<file path="src/rtl/alu_cmd_sequencer.sv">
// Command FIFO + single-outstanding issue FSM in front of a start/ready-pulse ALU.
// Define ALU_SEQ_TIMEOUT_EN to force an error response when the ALU never answers.
module alu_cmd_sequencer #(
    parameter int N       = 8,
    parameter int DEPTH   = 4,
    parameter int TIMEOUT = 15
) (
    input  logic                     clk,
    input  logic                     rst_n,
    input  logic                     cmd_valid,
    output logic                     cmd_ready,
    input  logic [3:0]               cmd_opcode,
    input  logic [N-1:0]             cmd_a,
    input  logic [N-1:0]             cmd_b,
    output logic                     alu_start,
    output logic [3:0]               alu_opcode,
    output logic [N-1:0]             alu_a,
    output logic [N-1:0]             alu_b,
    input  logic                     alu_ready,
    input  logic [2*N-1:0]           alu_result,
    input  logic                     alu_c,
    input  logic                     alu_v,
    input  logic                     alu_e,
    output logic                     rsp_valid,
    input  logic                     rsp_ready,
    output logic [2*N-1:0]           rsp_result,
    output logic                     rsp_z,
    output logic                     rsp_c,
    output logic                     rsp_v,
    output logic                     rsp_s,
    output logic                     rsp_e,
    output logic                     rsp_timeout,
    output logic [$clog2(DEPTH):0]   fifo_count
);

    localparam int AW = $clog2(DEPTH);
    localparam int CW = AW + 1;
    localparam int EW = 4 + 2 * N;
    localparam logic [CW-1:0] FULL = CW'(DEPTH);

    typedef enum logic [1:0] {
        IDLE  = 2'd0,
        ISSUE = 2'd1,
        WAIT  = 2'd2,
        DONE  = 2'd3
    } state_t;

    state_t             state_q, state_d;
    logic [AW-1:0]      wr_ptr_q, wr_ptr_d;
    logic [AW-1:0]      rd_ptr_q, rd_ptr_d;
    logic [CW-1:0]      count_q, count_d;
    logic [EW-1:0]      mem_q [DEPTH];
    logic [EW-1:0]      mem_d [DEPTH];
    logic [3:0]         op_q, op_d;
    logic [N-1:0]       a_q, a_d;
    logic [N-1:0]       b_q, b_d;
    logic               rsp_valid_q, rsp_valid_d;
    logic [2*N-1:0]     rsp_result_q, rsp_result_d;
    logic               rsp_z_q, rsp_z_d;
    logic               rsp_c_q, rsp_c_d;
    logic               rsp_v_q, rsp_v_d;
    logic               rsp_s_q, rsp_s_d;
    logic               rsp_e_q, rsp_e_d;
    logic               push;
    logic               pop;
    logic               fifo_empty;

    assign cmd_ready  = (count_q != FULL);
    assign fifo_empty = (count_q == '0);
    assign push       = cmd_valid && cmd_ready;

`ifdef ALU_SEQ_TIMEOUT_EN
    localparam int TW = (TIMEOUT < 2) ? 1 : $clog2(TIMEOUT + 1);

    logic [TW-1:0]      tmo_cnt_q, tmo_cnt_d;
    logic               rsp_timeout_q, rsp_timeout_d;
    logic               tmo_hit;

    always_comb begin
        tmo_cnt_d = tmo_cnt_q;
        if (state_q == ISSUE) begin
            tmo_cnt_d = '0;
        end else if (state_q == WAIT) begin
            tmo_cnt_d = tmo_cnt_q + 1'b1;
        end
    end

    // alu_ready is tested before tmo_hit in the FSM, so a same-cycle answer wins.
    assign tmo_hit     = (state_q == WAIT) && (tmo_cnt_d == TW'(TIMEOUT));
    assign rsp_timeout = rsp_timeout_q;

    always_ff @(posedge clk or negedge rst_n) begin
        if (!rst_n) begin
            tmo_cnt_q     <= '0;
            rsp_timeout_q <= 1'b0;
        end else begin
            tmo_cnt_q     <= tmo_cnt_d;
            rsp_timeout_q <= rsp_timeout_d;
        end
    end
`else
    logic tmo_unused;
    assign tmo_unused  = (TIMEOUT > 0);
    assign rsp_timeout = 1'b0;
`endif

    always_comb begin
        state_d      = state_q;
        op_d         = op_q;
        a_d          = a_q;
        b_d          = b_q;
        rsp_valid_d  = rsp_valid_q;
        rsp_result_d = rsp_result_q;
        rsp_z_d      = rsp_z_q;
        rsp_c_d      = rsp_c_q;
        rsp_v_d      = rsp_v_q;
        rsp_s_d      = rsp_s_q;
        rsp_e_d      = rsp_e_q;
`ifdef ALU_SEQ_TIMEOUT_EN
        rsp_timeout_d = rsp_timeout_q;
`endif
        pop          = 1'b0;
        case (state_q)
            IDLE: begin
                if (!fifo_empty) begin
                    pop     = 1'b1;
                    state_d = ISSUE;
                end
            end
            ISSUE: begin
                state_d = WAIT;
            end
            WAIT: begin
                if (alu_ready) begin
                    rsp_result_d = alu_result;
                    rsp_z_d      = (alu_result == '0);
                    rsp_s_d      = alu_result[2*N-1];
                    rsp_c_d      = alu_c;
                    rsp_v_d      = alu_v;
                    rsp_e_d      = alu_e;
                    rsp_valid_d  = 1'b1;
`ifdef ALU_SEQ_TIMEOUT_EN
                    rsp_timeout_d = 1'b0;
`endif
                    state_d      = DONE;
                end
`ifdef ALU_SEQ_TIMEOUT_EN
                else if (tmo_hit) begin
                    rsp_result_d  = '0;
                    rsp_z_d       = 1'b1;
                    rsp_s_d       = 1'b0;
                    rsp_c_d       = 1'b0;
                    rsp_v_d       = 1'b0;
                    rsp_e_d       = 1'b1;
                    rsp_timeout_d = 1'b1;
                    rsp_valid_d   = 1'b1;
                    state_d       = DONE;
                end
`endif
            end
            DONE: begin
                if (rsp_ready) begin
                    rsp_valid_d = 1'b0;
                    if (!fifo_empty) begin
                        pop     = 1'b1;
                        state_d = ISSUE;
                    end else begin
                        state_d = IDLE;
                    end
                end
            end
            default: begin
                state_d = IDLE;
            end
        endcase
        if (pop) begin
            {op_d, a_d, b_d} = mem_q[rd_ptr_q];
        end
    end

    // Pointers wrap naturally because DEPTH is a power of two.
    always_comb begin
        mem_d    = mem_q;
        wr_ptr_d = wr_ptr_q;
        rd_ptr_d = rd_ptr_q;
        count_d  = count_q;
        if (push) begin
            mem_d[wr_ptr_q] = {cmd_opcode, cmd_a, cmd_b};
            wr_ptr_d        = wr_ptr_q + 1'b1;
        end
        if (pop) begin
            rd_ptr_d = rd_ptr_q + 1'b1;
        end
        case ({push, pop})
            2'b10:   count_d = count_q + 1'b1;
            2'b01:   count_d = count_q - 1'b1;
            default: count_d = count_q;
        endcase
    end

    always_ff @(posedge clk or negedge rst_n) begin
        if (!rst_n) begin
            state_q      <= IDLE;
            wr_ptr_q     <= '0;
            rd_ptr_q     <= '0;
            count_q      <= '0;
            mem_q        <= '{default: '0};
            op_q         <= '0;
            a_q          <= '0;
            b_q          <= '0;
            rsp_valid_q  <= 1'b0;
            rsp_result_q <= '0;
            rsp_z_q      <= 1'b0;
            rsp_c_q      <= 1'b0;
            rsp_v_q      <= 1'b0;
            rsp_s_q      <= 1'b0;
            rsp_e_q      <= 1'b0;
        end else begin
            state_q      <= state_d;
            wr_ptr_q     <= wr_ptr_d;
            rd_ptr_q     <= rd_ptr_d;
            count_q      <= count_d;
            mem_q        <= mem_d;
            op_q         <= op_d;
            a_q          <= a_d;
            b_q          <= b_d;
            rsp_valid_q  <= rsp_valid_d;
            rsp_result_q <= rsp_result_d;
            rsp_z_q      <= rsp_z_d;
            rsp_c_q      <= rsp_c_d;
            rsp_v_q      <= rsp_v_d;
            rsp_s_q      <= rsp_s_d;
            rsp_e_q      <= rsp_e_d;
        end
    end

    assign alu_start  = (state_q == ISSUE);
    assign alu_opcode = op_q;
    assign alu_a      = a_q;
    assign alu_b      = b_q;
    assign rsp_valid  = rsp_valid_q;
    assign rsp_result = rsp_result_q;
    assign rsp_z      = rsp_z_q;
    assign rsp_c      = rsp_c_q;
    assign rsp_v      = rsp_v_q;
    assign rsp_s      = rsp_s_q;
    assign rsp_e      = rsp_e_q;
    assign fifo_count = count_q;

endmodule
</file>
<file path="config.mk">
export PLATFORM = sky130hd
export DESIGN_NAME = alu_cmd_sequencer
export DESIGN_NICKNAME = d
export VERILOG_FILES = /design/src/rtl/alu_cmd_sequencer.sv
export SDC_FILE = /design/constraint.sdc
export NUM_CORES = 1
export LEC_CHECK = 0
export BUFFER_PORTS_ARGS = -buffer_cell sky130_fd_sc_hd__buf_4
export CELL_PAD_IN_SITES_DETAIL_PLACEMENT = 1
export CELL_PAD_IN_SITES_GLOBAL_PLACEMENT = 2
export CORE_MARGIN = 1.5
export CORE_UTILIZATION = 37
export DETAILED_ROUTE_END_ITERATION = 8
export PLACE_DENSITY = 0.8
export SYNTH_ARGS = -nofsm -noshare
export SYNTH_HDL_FRONTEND = slang
export SYNTH_SLANG_ARGS = --single-unit
export TNS_END_PERCENT = 20
</file>
<file path="constraint.sdc">
create_clock -name clk -period 2.2 [get_ports clk]
set_input_delay 0.44 -clock clk [delete_from_list [all_inputs] [get_ports clk]]
set_output_delay 0.44 -clock clk [all_outputs]
set_load 0.005 [all_outputs]
</file>
==> metrics.md <==
| Metric | Value |
|---|---|
| Status | `finished, final reports clean` |
| Io pins | `92` |
| Syn_area_per_cell | `17.1 um^2` |
| Slew Viols, Final | `0` |
| Top_reg_cell synth | `dfrtp_1` |
| Worst-path clk slew | `50 ps` |
| NetSw | `3510 uW` |
| CP max FO | `5` |
| Register area share after synthesis | `54.3%` |
| WP data required | `2540 ps` |
| Final Critical Period | `2030 ps` |
| Pleak | `0.00364 uW` |
| Hold Path Class | `input port to flop` |
| Synthesized instance count | `350` |
| Vias post-DR | `3329` |
| Comb pwr share | `41.4%` |
| Post-synth EDFFs | `0` |
| Sinks on Clock Net | `130` |
| DIE WIDTH | `130 um` |
| Share of the synthesized area in the top cell type | `54.3%` |
| Final Hold Viols | `0` |
| Slack of the critical path | `167 ps` |
| PwrDens | `1610 nW/um^2` |
| CTS H-Tree Depth | `4` |
| Setup TNS Final | `0 ps` |
| Std-Cell Core Area | `15800 um^2` |
| FF-to-FF setup slack | `170 ps` |
| Placer Congestion | `0.715` |
| Startpoint Class | `flop` |
| Fillcell total | `1563` |
| TritonCTS clock tree | `yes` |
| Total track usage | `17.0%` |
| CTS max path bufs | `2` |
| Fin util | `47.6%` |
| Synth Warn # | `0` |
| Largest net degree at the start of global routing | `55` |
| CP cell instances | `inv_2, ha_4, nor3_4, ha_4, inv_1, fa_2, xor2_1, nor2_1, xor2_1` |
| Starting density of the core | `37.8%` |
| CP max stage delay | `400 ps` |
| Tightest Pin Transition | `535 ps` |
| DR vias/cell | `4.86` |
| Die height | `130 um` |
| Total power | `12100 uW` |
| Initial antenna violation count | `0` |
| Distinct cells, synth | `29` |
| Worst path top cell family by delay | `adder cells` |
| HPWL after detailed placement | `8.16 mm` |
| Mapped Nets | `405` |
| Clock Skew | `8.13 ps` |
| Max-Cap Viols | `0` |
| CTS root buf | `clkbuf_16` |
| Final ANT Viol Nets | `0` |
| Setup Slack @ Placement | `38.8 ps` |
| DRC viols | `0` |
| Port buffer count | `90` |
| Cell Rows | `46` |
| Post-synth top cells | `dfrtp_1 (130), mux2_4 (80), mux2_2 (40), mux4_2 (13)` |
| Slew margin rel. | `64.3%` |
| Synth Cell Area | `5990 um^2` |
| Clock buffer count from CTS | `17` |
| Seq pwr share | `36.5%` |
| Critical path type | `flop to flop` |
| Crit path buf inv count | `2` |
| Antenna diode count | `0` |
| Ys async rst share | `100%` |
| DRT iter0 DRCs | `140` |
| Power Internal | `8620 uW` |
| Peak Freq | `0.492 GHz` |
| Wire per inst | `18.9 um` |
| Worst Hold Slack | `264 ps` |
| Clk_lat worst skew | `410 ps` |
| Layout cell share with drive strength beyond 1 | `60.1%` |
| Yosys reg bits | `130` |
| CP arrival | `2370 ps` |
| Clock share of power | `22.1%` |
| Final Cycle Share | `92.4%` |
| Grt ovf | `0` |
| First-pass GRT wire length | `21.4 mm` |
| Sw Ratio | `28.9%` |
| Peak supply drop | `0.702 mV` |
| Nets@finish | `513` |
| RSZ-0062 raised after global routing | `false` |
| Area Overhead vs Synth | `25.8%` |
| Endpoint class of the critical path | `flop` |
| CP max stage cell | `dfrtp_1` |
| Drt first pass iters | `4` |
| Die area | `17000 um^2` |
| Number of global-route vias before repair | `3896` |
| Final Setup Violations | `0` |
| Top post-synthesis cells by area | `dfrtp_1 (54%), mux2_4 (20%), mux2_2 (7.5%), mux4_2 (4.9%), mux4_1 (3.1%)` |
| Cell with the most instances after synthesis | `dfrtp_1` |
| Final WL | `13.0 mm` |
| Top cell type by total area after synthesis | `dfrtp_1` |
## kinds of logic after synthesis
kind of cell,synth area share (%)
xor+xnor,0.877
fa+ha+maj,2.42
simple gates,2.26
flops,54.3
buf+inv,3.20
compound gates,1.36
mux,35.5
other cells,0.0626
## flip-flops by register name, summed over array words and instances, names as in the netlist
name,count
mem_q,80
rsp_result,16
alu_a,8
alu_b,8
alu_opcode,4
fifo_count,3
rd_ptr_q,2
state_q,2
wr_ptr_q,2
rsp_c,1
rsp_e,1
rsp_v,1
rsp_valid,1
rsp_z,1
## through the flow
stage	cell area, um^2	instances
CTS	7490	681
finish	7530	685
detailed placement	6910	650
floorplan	6010	350
global placement	6910	650
global route	7530	685
## what timing repair did
item                                    4_1_cts  5_1_grt
setup buffers                                 0        4
resized for setup                             0        4
hold buffers                                  1        0
endpoints found under the setup margin        0        1
endpoints found under the hold margin         8        0
## power by group through the flow
stage	Combinational, uW	Clock (uW)	Sequential (uW)
final	5030	2680	4430
after floorplan	3620	0	4230
after global placement	4830	0	4340
after CTS	5030	2760	4450
after global routing	5460	2860	4590
after detailed placement	4970	0	4440
## final cells by class
type | count | area (um^2) | area share [%]
timing repair buffer | 107 | 835 | 11.1
clock buffer | 25 | 515 | 6.84
clock inverter | 5 | 50.0 | 0.664
multi-input combinational | 193 | 2580 | 34.2
inverter | 9 | 33.8 | 0.448
tap | 216 | 270 | 3.59
sequential | 130 | 3250 | 43.2
## placed cells by master (no fill, tap or decap), types with 3 or more instances in the layout
master	instances
mux2_2	40
clkbuf_16	17
mux2_4	80
a21oi_1	4
o21ai_0	5
clkinv_2	4
nand2_1	8
inv_1	7
nor4_1	4
ha_1	7
mux4_2	13
clkbuf_8	6
buf_4	103
dfrtp_1	129
nand2_2	4
xor2_1	3
xnor2_1	3
mux4_1	7
## layer usage
metal	track usage, %	vias to the layer above	wire length, um	share of wire (%)
met1	21.9	1762	5830	45
li1	-	1483	-	-
met4	4.64	0	133	1.0
met3	5.62	12	574	4.4
met2	27.5	72	6420	50
met5	0	-	0	0
## worst reg2reg max path: cells and delay by family, from the launching register on
family	cells	cell delay (ps)
xor+xnor	2	290
fa+ha+maj	3	730
buf+inv	2	170
flops	1	400
simple gates	2	360
## path summary, 6_finish.rpt
kind                            start            end  cells past startpoint
max                        state_q[0]  fifo_count[2]                      9
min                             alu_v          rsp_v                      2
max reg2reg                state_q[0]  fifo_count[2]                      9
min reg2reg                 mem_q[42]      mem_q[42]                      1
max in group asynchronous       rst_n  rsp_result[2]                      3
min in group asynchronous       rst_n       alu_b[3]                      2
Power figures use the tool's default switching activity.
